==> config.mk <==
export PLATFORM = sky130hd
export DESIGN_NAME = shift_reg_univ_flat
export DESIGN_NICKNAME = d
export VERILOG_FILES = /design/src/rtl/shift_reg_univ_if.sv /design/src/rtl/shift_reg_univ.sv /design/src/flat_wrapper.sv
export SDC_FILE = /design/constraint.sdc
export NUM_CORES = 1
export LEC_CHECK = 0
export CAP_MARGIN = 20
export CORE_MARGIN = 3
export CORE_UTILIZATION = 57
export DETAILED_ROUTE_END_ITERATION = 16
export GPL_ROUTABILITY_DRIVEN = 0
export GPL_TIMING_DRIVEN = 0
export HOLD_SLACK_MARGIN = 0.1
export PLACE_DENSITY_LB_ADDON = 0.2
export SETUP_SLACK_MARGIN = 0.4
export SYNTH_ARGS = -nofsm -noshare
export SYNTH_HDL_FRONTEND = slang
export SYNTH_SLANG_ARGS = --single-unit
==> constraint.sdc <==
create_clock -name clk -period 3.53 [get_ports clk]
set_input_delay 0.5295 -clock clk [delete_from_list [all_inputs] [get_ports clk]]
set_output_delay 0.5295 -clock clk [all_outputs]
set_load 0.01 [all_outputs]
==> src/rtl/shift_reg_univ_if.sv <==
// Control, data and status bundle of the universal shift register.
// The sequencer side drives operations; the register side returns contents and burst status.
interface shift_reg_univ_if #(
    parameter int WIDTH = 8
);
    localparam int AMT_W = $clog2(WIDTH) + 1;

    logic             en;
    logic [2:0]       mode;
    logic             start;
    logic [AMT_W-1:0] amt;
    logic [WIDTH-1:0] d;
    logic             sin_r;
    logic             sin_l;
    logic [WIDTH-1:0] q;
    logic             sout_l;
    logic             sout_r;
    logic             busy;
    logic             done;

    modport master (
        output en, mode, start, amt, d, sin_r, sin_l,
        input  q, sout_l, sout_r, busy, done
    );

    modport slave (
        input  en, mode, start, amt, d, sin_r, sin_l,
        output q, sout_l, sout_r, busy, done
    );
endinterface

==> src/rtl/shift_reg_univ.sv <==
// WIDTH-bit universal shift register: single-step hold/load/shift/rotate/clear,
// plus a multi-cycle burst that repeats one shift-class mode amt times with busy/done.
module shift_reg_univ #(
    parameter int WIDTH = 8
) (
    input logic            clk,
    input logic            Re,
    shift_reg_univ_if.slave bus
);
    localparam int AMT_W = $clog2(WIDTH) + 1;
    localparam logic [AMT_W-1:0] CNT_ONE = AMT_W'(1);

    typedef enum logic [2:0] {
        M_HOLD = 3'b000,
        M_LOAD = 3'b001,
        M_SHL  = 3'b010,
        M_SHR  = 3'b011,
        M_ROL  = 3'b100,
        M_ROR  = 3'b101,
        M_ASR  = 3'b110,
        M_CLR  = 3'b111
    } mode_t;

    typedef enum logic {
        S_IDLE,
        S_BUSY
    } state_t;

    state_t           state, state_n;
    mode_t            op_r, op_n;
    logic [WIDTH-1:0] q_r, q_n;
    logic [AMT_W-1:0] cnt, cnt_n;
    logic             done_r, done_n;
    mode_t            live_mode;

    assign live_mode = mode_t'(bus.mode);

    function automatic logic [WIDTH-1:0] apply_op(
        input mode_t            op,
        input logic [WIDTH-1:0] cur,
        input logic [WIDTH-1:0] ld,
        input logic             sr,
        input logic             sl
    );
        logic [WIDTH-1:0] r;
        r = cur;
        case (op)
            M_HOLD: r = cur;
            M_LOAD: r = ld;
            M_SHL:  r = {cur[WIDTH-2:0], sr};
            M_SHR:  r = {sl, cur[WIDTH-1:1]};
            M_ROL:  r = {cur[WIDTH-2:0], cur[WIDTH-1]};
            M_ROR:  r = {cur[0], cur[WIDTH-1:1]};
            M_ASR:  r = {cur[WIDTH-1], cur[WIDTH-1:1]};
            M_CLR:  r = '0;
            default: r = cur;
        endcase
        return r;
    endfunction

    function automatic logic is_shift(input mode_t op);
        return (op == M_SHL) || (op == M_SHR) || (op == M_ROL) ||
               (op == M_ROR) || (op == M_ASR);
    endfunction

    // NOTE: every output of this block is given a default first, so no path leaves a
    // variable unassigned and no latch is inferred.
    always_comb begin
        state_n = state;
        op_n    = op_r;
        q_n     = q_r;
        cnt_n   = cnt;
        // done is a one-cycle pulse and falls even while en is low.
        done_n  = 1'b0;

        if (bus.en) begin
            case (state)
                S_IDLE: begin
                    if (bus.start && is_shift(live_mode)) begin
                        if (bus.amt == '0) begin
                            done_n = 1'b1;
                        end else begin
                            q_n = apply_op(live_mode, q_r, bus.d, bus.sin_r, bus.sin_l);
                            if (bus.amt == CNT_ONE) begin
                                done_n = 1'b1;
                            end else begin
                                op_n    = live_mode;
                                cnt_n   = bus.amt - CNT_ONE;
                                state_n = S_BUSY;
                            end
                        end
                    end else begin
                        q_n = apply_op(live_mode, q_r, bus.d, bus.sin_r, bus.sin_l);
                    end
                end
                S_BUSY: begin
                    // Latched mode drives the burst; live mode, d and start are ignored.
                    q_n   = apply_op(op_r, q_r, bus.d, bus.sin_r, bus.sin_l);
                    cnt_n = cnt - CNT_ONE;
                    if (cnt == CNT_ONE) begin
                        state_n = S_IDLE;
                        done_n  = 1'b1;
                    end
                end
                default: state_n = S_IDLE;
            endcase
        end
    end

    // NOTE: the reset is asynchronous and active-low, so it sits in the sensitivity list
    // and clears every register, aborting a burst without a done pulse.
    always_ff @(posedge clk or negedge Re) begin
        if (!Re) begin
            state  <= S_IDLE;
            op_r   <= M_HOLD;
            q_r    <= '0;
            cnt    <= '0;
            done_r <= 1'b0;
        end else begin
            // NOTE: state updates use non-blocking assignment so all registers
            // see pre-edge values regardless of statement order.
            state  <= state_n;
            op_r   <= op_n;
            q_r    <= q_n;
            cnt    <= cnt_n;
            done_r <= done_n;
        end
    end

    assign bus.q      = q_r;
    assign bus.sout_l = q_r[WIDTH-1];
    assign bus.sout_r = q_r[0];
    assign bus.busy   = (state == S_BUSY);
    assign bus.done   = done_r;
endmodule

==> src/flat_wrapper.sv <==
// flat-port wrapper written by rule: the top's interface ports become plain ports
module shift_reg_univ_flat 
#(
    parameter int WIDTH = 8
)
  (clk, Re, bus_en, bus_mode, bus_start, bus_amt, bus_d, bus_sin_r, bus_sin_l, bus_q, bus_sout_l, bus_sout_r, bus_busy, bus_done);
  shift_reg_univ_if #(.WIDTH(WIDTH)) bus_i ();
  input logic clk;
  input logic Re;
  input wire logic [$bits(bus_i.en)-1:0] bus_en;
  input wire logic [$bits(bus_i.mode)-1:0] bus_mode;
  input wire logic [$bits(bus_i.start)-1:0] bus_start;
  input wire logic [$bits(bus_i.amt)-1:0] bus_amt;
  input wire logic [$bits(bus_i.d)-1:0] bus_d;
  input wire logic [$bits(bus_i.sin_r)-1:0] bus_sin_r;
  input wire logic [$bits(bus_i.sin_l)-1:0] bus_sin_l;
  output wire logic [$bits(bus_i.q)-1:0] bus_q;
  output wire logic [$bits(bus_i.sout_l)-1:0] bus_sout_l;
  output wire logic [$bits(bus_i.sout_r)-1:0] bus_sout_r;
  output wire logic [$bits(bus_i.busy)-1:0] bus_busy;
  output wire logic [$bits(bus_i.done)-1:0] bus_done;
  assign bus_i.en = bus_en;
  assign bus_i.mode = bus_mode;
  assign bus_i.start = bus_start;
  assign bus_i.amt = bus_amt;
  assign bus_i.d = bus_d;
  assign bus_i.sin_r = bus_sin_r;
  assign bus_i.sin_l = bus_sin_l;
  assign bus_q = bus_i.q;
  assign bus_sout_l = bus_i.sout_l;
  assign bus_sout_r = bus_i.sout_r;
  assign bus_busy = bus_i.busy;
  assign bus_done = bus_i.done;
  shift_reg_univ #(.WIDTH(WIDTH)) u_core (.clk(clk), .Re(Re), .bus(bus_i));
endmodule
Word-level counts from Yosys, hierarchy flattened:

Cells that the tools add are included.

* flip-flop bits (word level): 17
* output and inout port bits: 12

* add/sub/neg operators: 2
* equal/unequal tests: 22
* muxes and demuxes: 20
* bitwise operators: 3
* reductions and logical operators: 12

Operators by type and width (number)
* $pmux W8 S8: 1
* $pmux W8 S7: 1
* $eq A3 B3 Y1 const B: 8
* $mux W8: 2
* $pmux W8 S2: 1
* $eq A3 B2 Y1 const B: 4
* $mux W4: 3
* $mux W1: 9
* $eq A4 B1 Y1 const B: 2
* $ne A2 B2 Y1 const B: 4
* $pmux W4 S2: 1
* $reduce_and A4 Y1: 2
* $sub A4 B1 Y4 const B: 2
* $eq A3 B1 Y1 const B: 2
* $logic_not A3 Y1: 2
* $reduce_and A5 Y1: 1
* $logic_not A4 Y1: 1
* $logic_or A1 B1 Y1: 4
* $pmux W1 S2: 2
* $ne A3 B3 Y1 const B: 1
* $not A1 Y1: 3
* $reduce_and A3 Y1: 1
* $ne A2 B1 Y1 const B: 1
* $logic_and A1 B1 Y1: 1

Depth between registers and ports, before layout:

* word-level depth: 9
* depth in mapped cells: 8
* mapped depth without buffers: 7

Worst setup path before layout:

No wires, ideal clock.

* path type: input -> register
* start point: input port bus_mode[2]
* end point: register u_core.q_r[0], in the netlist u_core.bus.q[0]
* data arrival time: 1.918 ns
* required time: 3.405 ns
* setup slack: 1.486 ns
* cell stages on the path: 7
* buffers on the path: 1
* path through: buf_2 inv_1 ha_1 o2111ai_4 a21oi_4 nor2_8 mux2_4

* longest elaborated chain between the ends: 8
* elaborated cells on any way between the ends: 19
* those cells by class: 8 x eq/ne; 4 x mux; 7 x reduce/logical

RTL lines
* start: declaration: line flat_wrapper.sv:11 `input wire logic [$bits(bus_i.mode)-1:0] bus_mode;`
* parallel branches: the longest is 8 deep, another holds $pmux W8 S8
* end signal: assignment: line shift_reg_univ.sv:124 `q_r <= q_n;`
* end: declaration: line shift_reg_univ.sv:31 `logic [WIDTH-1:0] q_r, q_n;`

Parallel ways; which one is timed is not known. The select of a mux whose other input is x is not followed.
A chain may end at the register's enable or synchronous reset.

Worst setup path in the final report:

* start point: input port bus_mode[2]
* end point: register u_core.q_r[7], in the netlist u_core.bus.q[7]

* longest elaborated chain between the ends: 8
* elaborated cells on any way between the ends: 19
* those cells by class: 8 x eq/ne; 4 x mux; 7 x reduce/logical

RTL lines
* parallel branches: the longest is 8 deep, another holds $pmux W8 S8

Parallel ways; which one is timed is not known. The select of a mux whose other input is x is not followed.

==> impl_metrics.py <==
metrics = {
    "synth": {
        "synth_seq_cells": 17,
        "yosys_warnings": 0,
        "synthTopCellsByArea": "dfrtp_1 24%, mux2i_1 14%, mux2_4 5.9%",
        "synthFlopType": "dfrtp_1",
        "avgSynthCellArea_um2": 9.67,
        "yosys.area.top_type": "dfrtp_1",
        "ys_top_cells_by_count": "25 x mux2i_1, 17 x dfrtp_1, 15 x nor2_1",
        "netlist_instances": 183,
        "synth.most_common_cell": "mux2i_1",
        "ys_async_sr_fraction": 1.00,
        "synth_area_um2": 1770,
        "synth_fp_nets": 212,
        "ys_types": 48,
        "yosysTopAreaCellShare": 0.240,
        "yosysSeqAreaShare": 0.240,
        "synth_edf_count": 0,
    },
    "clock_tree": {
        "cts_tree": "yes",
        "clockBufferDepth": 2,
        "clk_latency_ps": 310,
        "h-tree-depth": 1,
        "cts_buffers": 3,
        "cts_setup_buffers": 0,
        "clockRootBuffer": "clkbuf_4",
        "numClockSinks": 17,
        "postCtsHoldBufs": 0,
        "cts_resized": 0,
        "path_clk_slew_ps": 120,
    },
    "setup_path": {
        "required_ps": 3730,
        "worstSetupPathType": "in2reg",
        "crit_start": "bus_mode[2]",
        "worst_ep_arrival_time_ps": 2840,
        "critPathMaxFanout": 10,
        "r2r-start": "u_core.bus.q[6]",
        "cp-start-kind": "input port",
        "end_kind": "flop",
    },
    "floorplanning": {
        "die-width_um": 61.7,
        "dieHeight_um": 61.7,
        "ios": 33,
        "core_region_area_um2": 2850,
        "die_area_um2": 3810,
        "initial_core_util": 0.620,
        "rows": 19,
    },
    "timing": {
        "slew_viol_final": 0,
        "finalHoldViolCount": 0,
        "setup_ws_ps": 890,
        "setup_viol": 0,
        "slew-limit-headroom": 0.443,
        "fin_skew_ps": 2.63,
        "worstMarginPinSlew_ps": 833,
        "fin_tns_setup_ps": 0,
        "fmax_mhz": 379,
        "rsz0062_at_grt": "false",
        "finalCriticalPeriod_ps": 2640,
        "period_share": 0.748,
    },
    "pwr": {
        "ir_drop_mv": 0.493,
        "power.density_nw_per_um2": 728,
        "p_leak_nw": 0.923,
    },
    "route": {
        "vias": 1623,
        "drtAntennaViolNets": 0,
        "routed_wl_um": 4570,
        "firstDrtPassIters": 5,
        "wl_per_cell_um": 18.4,
        "drc": 0,
        "viasPerCell": 6.52,
        "drt_iter0_drc": 152,
    },
    "grt": {
        "antenna_found_initial": 0,
        "first_global_vias": 1587,
        "grt_usage": 0.254,
        "grt_start_max_net_pins": 18,
        "overflow": 0,
        "grt_pass1_wl_um": 7120,
    },
    "min_path": {
        "hp-class": "reg2reg",
        "hold_path_startpoint": "u_core.cnt[1]",
    },
    "job": {
        "drv_cap": 0,
    },
    "place": {
        "io_buffers": 31,
        "dpl.hpwl_um": 3400,
        "postPlaceCellArea_um2": 2120,
        "dp.cells": 245,
        "post-place-ws_ps": 631,
    },
    "cells_and_area": {
        "final_area_um2": 2150,
        "diodes": 0,
        "nNetsFinal": 248,
        "drive_above_1_share": 0.165,
        "fill_cells": 222,
        "areaGrowthSynthToFinish_pct": 21.4,
        "layout.cells.non_filler": 249,
    },
    "status": {
        "outcome": "finished clean",
    },
}
## per-stage QoR
stage	total power [mW]	utilization	hold slack, ps
after floorplan	1.12	-	234
after global placement	1.39	0.743	503
after detailed placement	1.44	0.743	526
after CTS	1.56	0.753	553
after global routing	1.68	0.753	583
final	1.56	0.753	548
## cell usage in the layout (no fill, tap or decap), types with 2 or more instances in the layout
master and n:
nor2b_1 4, o32ai_1 2, buf_4 3, dfrtp_1 17
nand3b_1 3, buf_6 3, o21ai_1 4, a21oi_1 5
o22ai_1 2, nor3_1 3, nand2_1 8, xnor2_2 2
o21ai_0 6, nor2_1 15, nand2b_1 4, clkdlybuf4s50_1 31
buf_2 6, nand3_1 4, clkbuf_4 3, ha_1 8
xor2_1 2, a311oi_1 2, inv_1 8, mux2_1 5
o31ai_1 2, a221oi_1 7, mux2i_1 25, mux2_4 7
o2bb2ai_1 5
## worst paths after layout
kind	end	slack (ps)	cells after the start
max	u_core.bus.q[7]	890	8
min	u_core.cnt[1]	550	2
max reg2reg	u_core.bus.q[7]	1710	4
min reg2reg	u_core.cnt[1]	550	2
max in group asynchronous	u_core.bus.done	2340	1
min in group asynchronous	u_core.bus.q[1]	690	1
## logic make-up after synthesis
kind of cell,synth area share
simple gates,0.158
compound gates,0.203
mux,0.239
buf+inv,0.0700
flops,0.240
fa+ha+maj,0.0566
xor+xnor,0.0332
## report_power, final
part           internal (mW)  switching, mW
sequential             0.283          0.139
combinational          0.535          0.489
clock                 0.0433         0.0749
total                  0.862          0.703
## state kept, by name, indices dropped and copies added, names as in the netlist
| name | cells |
|---|---|
| u_core.bus.q | 8 |
| u_core.cnt | 4 |
| u_core.bus.busy | 1 |
| u_core.bus.done | 1 |
| u_core.op_r | 3 |
## routing by layer
layer  global-route usage  vias up  share of wire
li1                     -      741              -
met1                0.328      777           0.40
met5                    0        -              0
met4                0.100        0          0.017
met2                0.425       94           0.50
met3               0.0413       11          0.082
## worst max-delay path, stage by stage
cell	delay, ps
clkdlybuf4s50_1	560
buf_2	280
inv_1	100
ha_1	180
buf_1	300
a311oi_1	440
o32ai_1	140
mux2_1	310
## final cells by class
type | count | area [um^2] | share of cell area
Inverter | 8 | 30.0 | 0.0140
Clock buffer | 3 | 22.5 | 0.0105
Sequential cell | 17 | 425 | 0.198
Tap cell | 31 | 38.8 | 0.0181
Buffer | 14 | 93.8 | 0.0437
Timing Repair Buffer | 31 | 310 | 0.144
Clock inverter | 1 | 7.51 | 0.00349
Multi-Input combinational cell | 144 | 1220 | 0.568
(Power assumes the default switching activity.)
